**src/rtl/act_seq_pkg.sv**
```systemverilog
// -----------------------------------------------------------------------------
// act_seq_pkg
//
// Shared definitions for the actuator sequencer:
//   - FSM state encoding (also reported in the STATUS register)
//   - register byte offsets on the CPU bus
//   - STATUS register bit positions
//   - helpers mapping a state to its valve / pump drive levels
//
// Optional feature macro used by the files importing this package:
//   ACT_SEQ_WATCHDOG_EN - enables MAXON, the FAULT state and the fault clear.
// -----------------------------------------------------------------------------
package act_seq_pkg;

    // FSM state encoding. The values are visible to software through STATUS,
    // so they must not be renumbered.
    localparam logic [2:0] ST_IDLE     = 3'd0;
    localparam logic [2:0] ST_VALVE    = 3'd1;
    localparam logic [2:0] ST_OPENING  = 3'd2;
    localparam logic [2:0] ST_RUNNING  = 3'd3;
    localparam logic [2:0] ST_STOPPING = 3'd4;
    localparam logic [2:0] ST_FAULT    = 3'd5;

    // Register byte offsets.
    localparam logic [4:0] ADDR_STATUS = 5'h00;
    localparam logic [4:0] ADDR_SETTLE = 5'h04;
    localparam logic [4:0] ADDR_DRAIN  = 5'h08;
    localparam logic [4:0] ADDR_MAXON  = 5'h0C;
    localparam logic [4:0] ADDR_CTRL   = 5'h10;

    // STATUS = {26'b0, fault, state[2:0], pump_en, valve_en}
    localparam int STATUS_VALVE_BIT = 0;
    localparam int STATUS_PUMP_BIT  = 1;
    localparam int STATUS_STATE_LSB = 2;
    localparam int STATUS_STATE_MSB = 4;
    localparam int STATUS_FAULT_BIT = 5;

    // The valve is held open in every state that may have water under
    // pressure, i.e. everything except IDLE and FAULT.
    function automatic logic valve_on(input logic [2:0] st);
        return (st == ST_VALVE)   || (st == ST_OPENING) ||
               (st == ST_RUNNING) || (st == ST_STOPPING);
    endfunction

    // The pump only runs in RUNNING; OPENING and STOPPING bracket it so the
    // valve is always open around any pump activity.
    function automatic logic pump_on(input logic [2:0] st);
        return (st == ST_RUNNING);
    endfunction

endpackage

```
**src/rtl/actuator_sequencer_tick_gen.sv**
```systemverilog
// -----------------------------------------------------------------------------
// tick_gen
//
// Free-running prescaler producing a one-clk tick every PRESCALE cycles.
// The counter runs 0..PRESCALE-1 and the tick is high while it sits at
// PRESCALE-1, so ticks are evenly spaced from reset release onwards.
//
// Parameters:
//   PRESCALE - clk cycles per tick, must be >= 2
// Ports:
//   clk  in   system clock
//   rst  in   asynchronous active-low reset
//   tick out  one-cycle pulse every PRESCALE clocks
// -----------------------------------------------------------------------------
module tick_gen #(
    parameter int PRESCALE = 50000
) (
    input  logic clk,
    input  logic rst,
    output logic tick
);

    localparam int          W    = $clog2(PRESCALE);
    localparam logic [W-1:0] LAST = W'(PRESCALE - 1);

    logic [W-1:0] div_q;
    logic [W-1:0] div_d;

    assign tick = (div_q == LAST);

    always_comb begin
        div_d = div_q + W'(1);
        if (tick) begin
            div_d = '0;
        end
    end

    always_ff @(posedge clk or negedge rst) begin
        if (!rst) begin
            div_q <= '0;
        end else begin
            div_q <= div_d;
        end
    end

endmodule

```
**src/rtl/actuator_sequencer.sv**
```systemverilog
// -----------------------------------------------------------------------------
// actuator_sequencer
//
// Sequences the irrigation valve and pump from the 2-bit GPIO command word
// (cmd[0] = valve request, cmd[1] = pump request) so that the valve is open
// before the pump starts and the pump is stopped before the valve closes.
// Settle / drain / max-on times are programmable over the CPU bus in units
// of prescaled ticks.
//
// Optional feature (macro ACT_SEQ_WATCHDOG_EN):
//   defined     - MAXON register, FAULT state, sticky fault output and the
//                 CTRL fault clear are present.
//   not defined - MAXON reads 0 and ignores writes, FAULT is unreachable,
//                 fault is tied 0 and CTRL writes are ignored.
//
// Parameters:
//   PRESCALE   - clk cycles per timer tick (>= 2)
//   CNT_W      - width of timer registers and the state counter (<= 32)
//   SETTLE_DEF - reset value of SETTLE (ticks)
//   DRAIN_DEF  - reset value of DRAIN (ticks)
//   MAXON_DEF  - reset value of MAXON (ticks, 0 = unlimited)
//
// Ports:
//   clk        in   system clock
//   rst        in   asynchronous active-low reset
//   addr[4:0]  in   register byte address
//   cs/rd/wr   in   chip select, read strobe, write strobe (write = cs & wr)
//   d_in[31:0] in   write data
//   d_out[31:0] out read data, combinational from addr
//   mem_ready  out  always 1 (zero wait states)
//   cmd[1:0]   in   GPIO command, same clock domain
//   valve_en   out  valve drive, registered
//   pump_en    out  pump drive, registered
//   fault      out  sticky watchdog fault, registered
//
// Bus handshake: there is no valid/ready pairing here; a write is accepted
// on every clk edge where cs & wr is high, and reads are purely
// combinational from addr, which is why mem_ready is constant 1.
//
// Register map:
//   0x00 STATUS (RO)  {26'b0, fault, state[2:0], pump_en, valve_en}
//   0x04 SETTLE (RW)  ticks the valve is open before the pump starts
//   0x08 DRAIN  (RW)  ticks the valve stays open after the pump stops
//   0x0C MAXON  (RW)  pump run-time limit, 0 = unlimited
//   0x10 CTRL   (WO)  bit 0 = fault clear; reads 0
// -----------------------------------------------------------------------------
module actuator_sequencer
    import act_seq_pkg::*;
#(
    parameter int PRESCALE   = 50000,
    parameter int CNT_W      = 16,
    parameter int SETTLE_DEF = 2,
    parameter int DRAIN_DEF  = 2,
    parameter int MAXON_DEF  = 0
) (
    input  logic        clk,
    input  logic        rst,
    input  logic [4:0]  addr,
    input  logic        cs,
    input  logic        rd,
    input  logic        wr,
    input  logic [31:0] d_in,
    output logic [31:0] d_out,
    output logic        mem_ready,
    input  logic [1:0]  cmd,
    output logic        valve_en,
    output logic        pump_en,
    output logic        fault
);

    // -------------------------------------------------------------------------
    // Declarations
    // -------------------------------------------------------------------------
    logic             tick;
    logic             wr_en;

    logic [2:0]       state_q,  state_d;
    logic [CNT_W-1:0] cnt_q,    cnt_d;
    logic [CNT_W-1:0] settle_q, settle_d;
    logic [CNT_W-1:0] drain_q,  drain_d;
    logic             valve_q,  valve_d;
    logic             pump_q,   pump_d;

`ifdef ACT_SEQ_WATCHDOG_EN
    logic [CNT_W-1:0] maxon_q,  maxon_d;
    logic             fault_q,  fault_d;
    logic             clr_req;
`else
    logic [CNT_W-1:0] unused_maxon_def;
`endif

    // rd carries no information for a combinational read port, and only the
    // low CNT_W bits of d_in are ever stored.
    logic             unused_bus;
    assign unused_bus = ^{rd, d_in};

    assign wr_en     = cs & wr;
    assign mem_ready = 1'b1;

    // -------------------------------------------------------------------------
    // Tick prescaler
    // -------------------------------------------------------------------------
    tick_gen #(
        .PRESCALE (PRESCALE)
    ) u_tick_gen (
        .clk  (clk),
        .rst  (rst),
        .tick (tick)
    );

    // -------------------------------------------------------------------------
    // Timer registers
    // -------------------------------------------------------------------------
    always_comb begin
        settle_d = settle_q;
        drain_d  = drain_q;
        if (wr_en && (addr == ADDR_SETTLE)) begin
            settle_d = d_in[CNT_W-1:0];
        end
        if (wr_en && (addr == ADDR_DRAIN)) begin
            drain_d = d_in[CNT_W-1:0];
        end
    end

`ifdef ACT_SEQ_WATCHDOG_EN
    assign clr_req = wr_en && (addr == ADDR_CTRL) && d_in[0];

    always_comb begin
        maxon_d = maxon_q;
        if (wr_en && (addr == ADDR_MAXON)) begin
            maxon_d = d_in[CNT_W-1:0];
        end
    end
`else
    assign unused_maxon_def = CNT_W'(MAXON_DEF);
`endif

    // -------------------------------------------------------------------------
    // Sequencing FSM
    //
    // Timer comparisons use the registered counter, which is zero on the
    // first cycle of every state, so a timer value of 0 exits immediately.
    // A freshly written timer register is therefore seen by the very next
    // comparison.
    // -------------------------------------------------------------------------
    always_comb begin
        state_d = state_q;
        case (state_q)
            ST_IDLE: begin
                if (cmd[1]) begin
                    state_d = ST_OPENING;
                end else if (cmd[0]) begin
                    state_d = ST_VALVE;
                end
            end
            ST_VALVE: begin
                if (cmd[1]) begin
                    state_d = ST_OPENING;
                end else if (!cmd[0]) begin
                    state_d = ST_IDLE;
                end
            end
            ST_OPENING: begin
                // Losing the pump request wins over settle expiry in the same
                // cycle so the pump never starts without a live request.
                if (!cmd[1]) begin
                    state_d = cmd[0] ? ST_VALVE : ST_IDLE;
                end else if (cnt_q >= settle_q) begin
                    state_d = ST_RUNNING;
                end
            end
            ST_RUNNING: begin
`ifdef ACT_SEQ_WATCHDOG_EN
                // Watchdog first: an overrun is reported even if the pump
                // request happens to drop in the same cycle.
                if ((maxon_q != '0) && (cnt_q >= maxon_q)) begin
                    state_d = ST_FAULT;
                end else if (!cmd[1]) begin
                    state_d = ST_STOPPING;
                end
`else
                if (!cmd[1]) begin
                    state_d = ST_STOPPING;
                end
`endif
            end
            ST_STOPPING: begin
                // cmd is only looked at once the drain time has elapsed.
                if (cnt_q >= drain_q) begin
                    if (cmd[1]) begin
                        state_d = ST_OPENING;
                    end else if (cmd[0]) begin
                        state_d = ST_VALVE;
                    end else begin
                        state_d = ST_IDLE;
                    end
                end
            end
            ST_FAULT: begin
`ifdef ACT_SEQ_WATCHDOG_EN
                // Clearing while the pump is still requested would restart it
                // straight away, so the clear needs cmd[1] low.
                if (clr_req && !cmd[1]) begin
                    state_d = ST_IDLE;
                end
`else
                state_d = ST_IDLE;
`endif
            end
            default: begin
                state_d = ST_IDLE;
            end
        endcase
    end

    // State counter: zero on entry, +1 per tick, saturating at all-ones so a
    // long stay can never wrap back below a threshold.
    always_comb begin
        cnt_d = cnt_q;
        if (state_d != state_q) begin
            cnt_d = '0;
        end else if (tick && (cnt_q != '1)) begin
            cnt_d = cnt_q + CNT_W'(1);
        end
    end

    // Drives are decoded from the next state so they switch on the same edge
    // as the state register.
    always_comb begin
        valve_d = valve_on(state_d);
        pump_d  = pump_on(state_d);
    end

`ifdef ACT_SEQ_WATCHDOG_EN
    always_comb begin
        fault_d = (state_d == ST_FAULT);
    end
`endif

    // -------------------------------------------------------------------------
    // Registers
    // -------------------------------------------------------------------------
    always_ff @(posedge clk or negedge rst) begin
        if (!rst) begin
            state_q  <= ST_IDLE;
            cnt_q    <= '0;
            settle_q <= CNT_W'(SETTLE_DEF);
            drain_q  <= CNT_W'(DRAIN_DEF);
            valve_q  <= 1'b0;
            pump_q   <= 1'b0;
        end else begin
            state_q  <= state_d;
            cnt_q    <= cnt_d;
            settle_q <= settle_d;
            drain_q  <= drain_d;
            valve_q  <= valve_d;
            pump_q   <= pump_d;
        end
    end

`ifdef ACT_SEQ_WATCHDOG_EN
    always_ff @(posedge clk or negedge rst) begin
        if (!rst) begin
            maxon_q <= CNT_W'(MAXON_DEF);
            fault_q <= 1'b0;
        end else begin
            maxon_q <= maxon_d;
            fault_q <= fault_d;
        end
    end

    assign fault = fault_q;
`else
    assign fault = 1'b0;
`endif

    assign valve_en = valve_q;
    assign pump_en  = pump_q;

    // -------------------------------------------------------------------------
    // Read mux
    // -------------------------------------------------------------------------
    always_comb begin
        d_out = '0;
        case (addr)
            ADDR_STATUS: begin
                d_out[STATUS_VALVE_BIT]                   = valve_q;
                d_out[STATUS_PUMP_BIT]                    = pump_q;
                d_out[STATUS_STATE_MSB:STATUS_STATE_LSB]  = state_q;
                d_out[STATUS_FAULT_BIT]                   = fault;
            end
            ADDR_SETTLE: begin
                d_out[CNT_W-1:0] = settle_q;
            end
            ADDR_DRAIN: begin
                d_out[CNT_W-1:0] = drain_q;
            end
`ifdef ACT_SEQ_WATCHDOG_EN
            ADDR_MAXON: begin
                d_out[CNT_W-1:0] = maxon_q;
            end
`endif
            default: begin
                d_out = '0;
            end
        endcase
    end

endmodule

```
**config.mk**
```make
export PLATFORM = sky130hd
export DESIGN_NAME = actuator_sequencer
export DESIGN_NICKNAME = d
export VERILOG_FILES = /design/src/rtl/act_seq_pkg.sv /design/src/rtl/actuator_sequencer_tick_gen.sv /design/src/rtl/actuator_sequencer.sv
export SDC_FILE = /design/constraint.sdc
export NUM_CORES = 1
export LEC_CHECK = 0
export CAP_MARGIN = 20
export CORE_MARGIN = 1
export CORE_UTILIZATION = 40
export CTS_CLUSTER_SIZE = 8
export DETAILED_ROUTE_END_ITERATION = 10
export GPL_ROUTABILITY_DRIVEN = 0
export PLACE_DENSITY_LB_ADDON = 0.3
export SLEW_MARGIN = 20
export SYNTH_ARGS = -nofsm -noshare
export SYNTH_HDL_FRONTEND = slang
export SYNTH_SLANG_ARGS = --single-unit
```
**constraint.sdc**
```tcl
create_clock -name clk -period 2.6 [get_ports clk]
set_input_delay 0.65 -clock clk [delete_from_list [all_inputs] [get_ports clk]]
set_output_delay 0.65 -clock clk [all_outputs]
set_load 0.01 [all_outputs]
```
---- After elaboration in Yosys (flattened, before gate mapping) ----
Index checks and enable logic that the tools add are counted.
storage, ports and cells
  register bits ........................... 69
  logic and storage cells ................. 50
  output and inout port bits .............. 36
cells by class
  muxes and demuxes ....................... 16
  reductions and logical operators ........ 9
  bitwise gates (word level) .............. 1
  order comparisons ....................... 2
  $add $sub $neg .......................... 2
  equality and inequality tests ........... 13
operators by type and width
  operator                                       number
  2-to-1 mux 16 bit                              3
  adder 16 x 1 -> 16 bit, second input constant  2
  greater-or-equal comparator 16 bit             2
  2-to-1 mux 3 bit                               8
  case mux 10 bit (2 select lines)               1
  case mux 6 bit (3 select lines)                1
  == test 16 bit, second input constant          1
  inequality test 16 bit, second input constant  1
  case mux 3 bit (5 select lines)                1
  == test 3 x 2 -> 1 bit, second input constant  4
  == test 3 x 1 -> 1 bit, second input constant  2
  == test 3 bit, second input constant           2
  == test 5 x 3 -> 1 bit, second input constant  1
  == test 5 x 4 -> 1 bit, second input constant  1
  zero test 5 bit                                1
  logical AND 1 bit                              3
  zero test 3 bit                                1
  logical OR 1 bit                               3
  inequality test 3 bit                          1
  2-to-1 mux 2 bit                               1
  nonzero test 2 bit                             1
  AND 1 bit                                      1
  2-to-1 mux 1 bit                               1

---- Depth between registers and ports, before layout ----
  word-level depth ........................ 8
  gate-level depth with buffers ........... 9
  gate-level depth less buffers ........... 8

---- By module ----
A second synthesis with hierarchy kept.
second synthesis, totals
  cells, all modules ...................... 443
  area, all modules ....................... 4251.6 um2
by module, submodules not included
  module              cells an instance  instances  area an instance (um2)  seq. area each (um2)
  actuator_sequencer  376                1          3489.6                  1328.8
  tick_gen            67                 1          762.0                   400.4

---- Worst setup path before layout ----
Ideal clock, no wire load.
  path kind ............................... input-to-output
  start ................................... in addr[3]
  end ..................................... out d_out[12]
  arrival time ............................ 1.782 ns
  stages on the path ...................... 6
  setup slack ............................. 0.168 ns
  path buffers ............................ 3
  cell sequence ........................... clkbuf_1 -> inv_1 -> and3_1 -> clkbuf_1 -> clkbuf_1 -> a22o_1
on the way
  word-level cells in the longest chain between the ends .. 2
ends and longest elaborated chain
  element                                                           line                       RTL
  from (decl)                                                       actuator_sequencer.sv:58   input logic [4:0] addr,
  == test 5 x 4 -> 1 bit or == test 5 x 3 -> 1 bit (tied branches)  actuator_sequencer.sv:285  case (addr)
  case mux 10 bit (2 select lines) (*)                              actuator_sequencer.sv:285
  to (decl)                                                         actuator_sequencer.sv:63   output logic [31:0] d_out,
Mark *: on every way between the ends. The rest lies on a longest branch, timed or not.

---- Final worst setup path ----
  start ................................... in addr[3]
  end ..................................... out d_out[13]
The elaborated chain is that of the path after synthesis.

==> qor.yml <==
min_path:
  holdCritPathClass: "primary input to async pin"
cts:
  worstSkewPairLatency_ns: 0.36
  path_clk_slew_ns: 0.08
  htreeDepth: 3
  cts_buffers: 9
  cts_sinks: 69
  cts_root_buffer: "clkbuf_8"
  clk_path_buf_depth: 2
  tritoncts: "built"
grt:
  gr-total-overflow: 0
  grt_max_degree: 70
  grt_pass1_wl_mm: 16.7
  antenna_found_initial: 0
  grt_pass1_vias: 3432
  grtUsageTotal_pct: 18.7
routing:
  drc: 0
  routedWlPerCell_microns: 15.5
  vias: 3409
  via_per_inst: 5.31
  drt_wl_total_mm: 9.98
  dr.pass1.iters: 4
  ant_nets: 0
  drt_iter0_markers: 146
placement:
  portBuffers: 44
  hpwlAfterDp_mm: 7.16
  dp.cells: 623
  post_dp_cell_area_sq_mm: 0.00500
sta:
  fin_tns_setup_ns: 0
  clock.fmax_mhz: 394
  slew_violations: 0
  finalHoldViolations: 0
  rsz0062_at_grt: "yes"
  setup_viol: 0
  layout_min_cycle_time_ns: 2.54
  slew_headroom_pct: 59.5
  post-route-period-util_pct: 97.6
  worst_clock_skew_ns: 0.0152
  tightest_slew_ns: 0.605
cells_and_area:
  fin_cells: 642
  drive_gt1_share_pct: 19.4
  num-nets-final: 579
  utilization_pct: 49.7
  fin_area_sq_mm: 0.00522
  layout-area-overhead-vs-synth_pct: 18.7
  antenna_cells: 0
critical_path:
  cp.required_ns: 1.95
  r2r-start: "cnt_q[0]"
  cp-startpoint: "addr[3]"
  crit_arrival_ns: 1.89
  critPathKind: "primary input to primary output"
  r2r_slack_ns: 0.12
  cp_max_fo: 17
  setup.worst_path.start_class: "primary input"
  critPathCaptureType: "primary output"
pwr:
  switching_share_pct: 28.9
  p_seq_share_pct: 45.0
  p_int_mw: 1.98
  p_sw_uw: 802
  total_power_mw: 2.78
  clkPwrFrac_pct: 35.8
  p_leak_nw: 2.38
  ir_drop_mv: 0.330
  power_frac_comb_pct: 19.2
  powerDensity_mw_per_mm2: 532
synth:
  seq_area_frac_synth_pct: 39.3
  synth.distinct_cells: 57
  ys.warnings.count: 0
  syn_area_per_cell_sq_um: 9.84
  synthFlopType: "dfrtp_1"
  async_flop_share_pct: 100
  synthCells: 447
  synth-seq-cells: 69
  syn_area_sq_mm: 0.00440
  synth_edf_count: 0
floorplanning:
  die_y_microns: 107
  core-area_sq_mm: 0.0105
  die_area_sq_mm: 0.0114
  dieWidth_microns: 107
  num_rows: 37
  ioPinCount: 80
  initial_core_util_pct: 41.9
status:
  status: "finished, final reports clean"
run:
  cap_violations: 0
## area by class of cell
type | count | area (sq um)
fillers | 968 | 5290
repair buffers | 63 | 583
clock inverters | 5 | 82.6
well taps | 136 | 170
inverters | 36 | 135
clock buffers | 11 | 141
flip-flops and latches | 69 | 1730
multi-input cells | 322 | 2380
## worst max-delay path, stage by stage
cell and delay [ns]:
clkdlybuf4s50_1 0.50, inv_2 0.06, and3_4 0.15, buf_12 0.15, a22o_1 0.23, buf_2 0.14
## repair_timing
action / 4_1_cts / 5_1_grt
hold buffers: 0 / 0
gates resized for setup: 75 / 5
pin swaps: 3 / 1
cloned: 1 / 1
setup endpoints to repair: 16 / 7
setup buffers: 0 / 1
## metal layers
layer	vias to the layer above	part of all wire [%]	track usage (%)
met5	-	0	0
met4	0	1.9	6.95
met3	19	3.9	4.38
met2	80	49	30.8
met1	1662	45	23.9
li1	1648	-	-
## flip-flops by register name, summed over array words and instances (netlist names)
name              cells
settle_q             16
pump_en               1
valve_en              1
cnt_q                16
drain_q              16
u_tick_gen.div_q     16
state_q               3
## placed cells by master (no fill, tap or decap), types with 9 or more instances in the layout
cell type and n:
dfrtp_1 67, inv_1 35, ha_1 34, nand2_1 33, o21ai_0 24, nor2_1 24, clkdlybuf4s50_1 24, nand4_1 19
mux2_2 18, conb_1 18, buf_2 16, nand3_1 15, xor2_1 15, xnor2_1 14, nor4_2 12, a22o_1 11
a21oi_1 11, buf_4 11, clkbuf_8 10, nor3_1 9
## final timing paths
kind                                        to  depth (start not counted)
setup / recovery                     d_out[13]                          6
hold / removal                     drain_q[14]                          2
setup reg to reg                      cnt_q[5]                          8
hold reg to reg            u_tick_gen.div_q[0]                          1
max in group asynchronous           drain_q[1]                          2
min in group clk           u_tick_gen.div_q[0]                          1
## cells by family after synthesis
family                     synth area share, %
AOI/OAI and AO/OA                         9.81
xor gates and xnor gates                  5.77
adders and majority gates                 9.67
buffers and inverters                     8.96
DFF                                       39.3
muxes                                     5.97
other                                    0.171
and+or+nand+nor                           20.3
## power by group through the flow
stage               Sequential [mW]  Combinational [mW]  Clock (mW)
finish                         1.25               0.533       0.995
global route                   1.26               0.596        1.07
CTS                            1.25               0.520        1.02
detailed placement             1.27               0.519           0
global placement               1.26               0.505           0
floorplan                      1.24               0.374           0
## per-stage QoR
step                hold WS [ns]  worst slack [ns]
finish                     0.320            0.0634
detailed placement         0.487            -0.544
CTS                        0.315            0.0365
global route               0.340          -0.00942
floorplan                  0.354             0.168
global placement           0.476            -0.425
## cell usage after synthesis (10+ instances only)
cell type / number / area, sq um
dfrtp_1: 67 / 1680
inv_1: 36 / 135
ha_1: 34 / 425
nand2_1: 33 / 124
o21ai_0: 27 / 135
nor2_1: 25 / 93.8
buf_4: 20 / 150
nand4_1: 19 / 119
mux2_2: 18 / 203
nand3_1: 15 / 75.1
xor2_1: 15 / 131
xnor2_1: 14 / 123
a21oi_1: 11 / 55.1
a22o_1: 11 / 96.3
clkbuf_1: 11 / 41.3
nor4_2: 11 / 138
nor3_1: 10 / 50.1
Note: power is estimated with default switching activity, not from simulation.
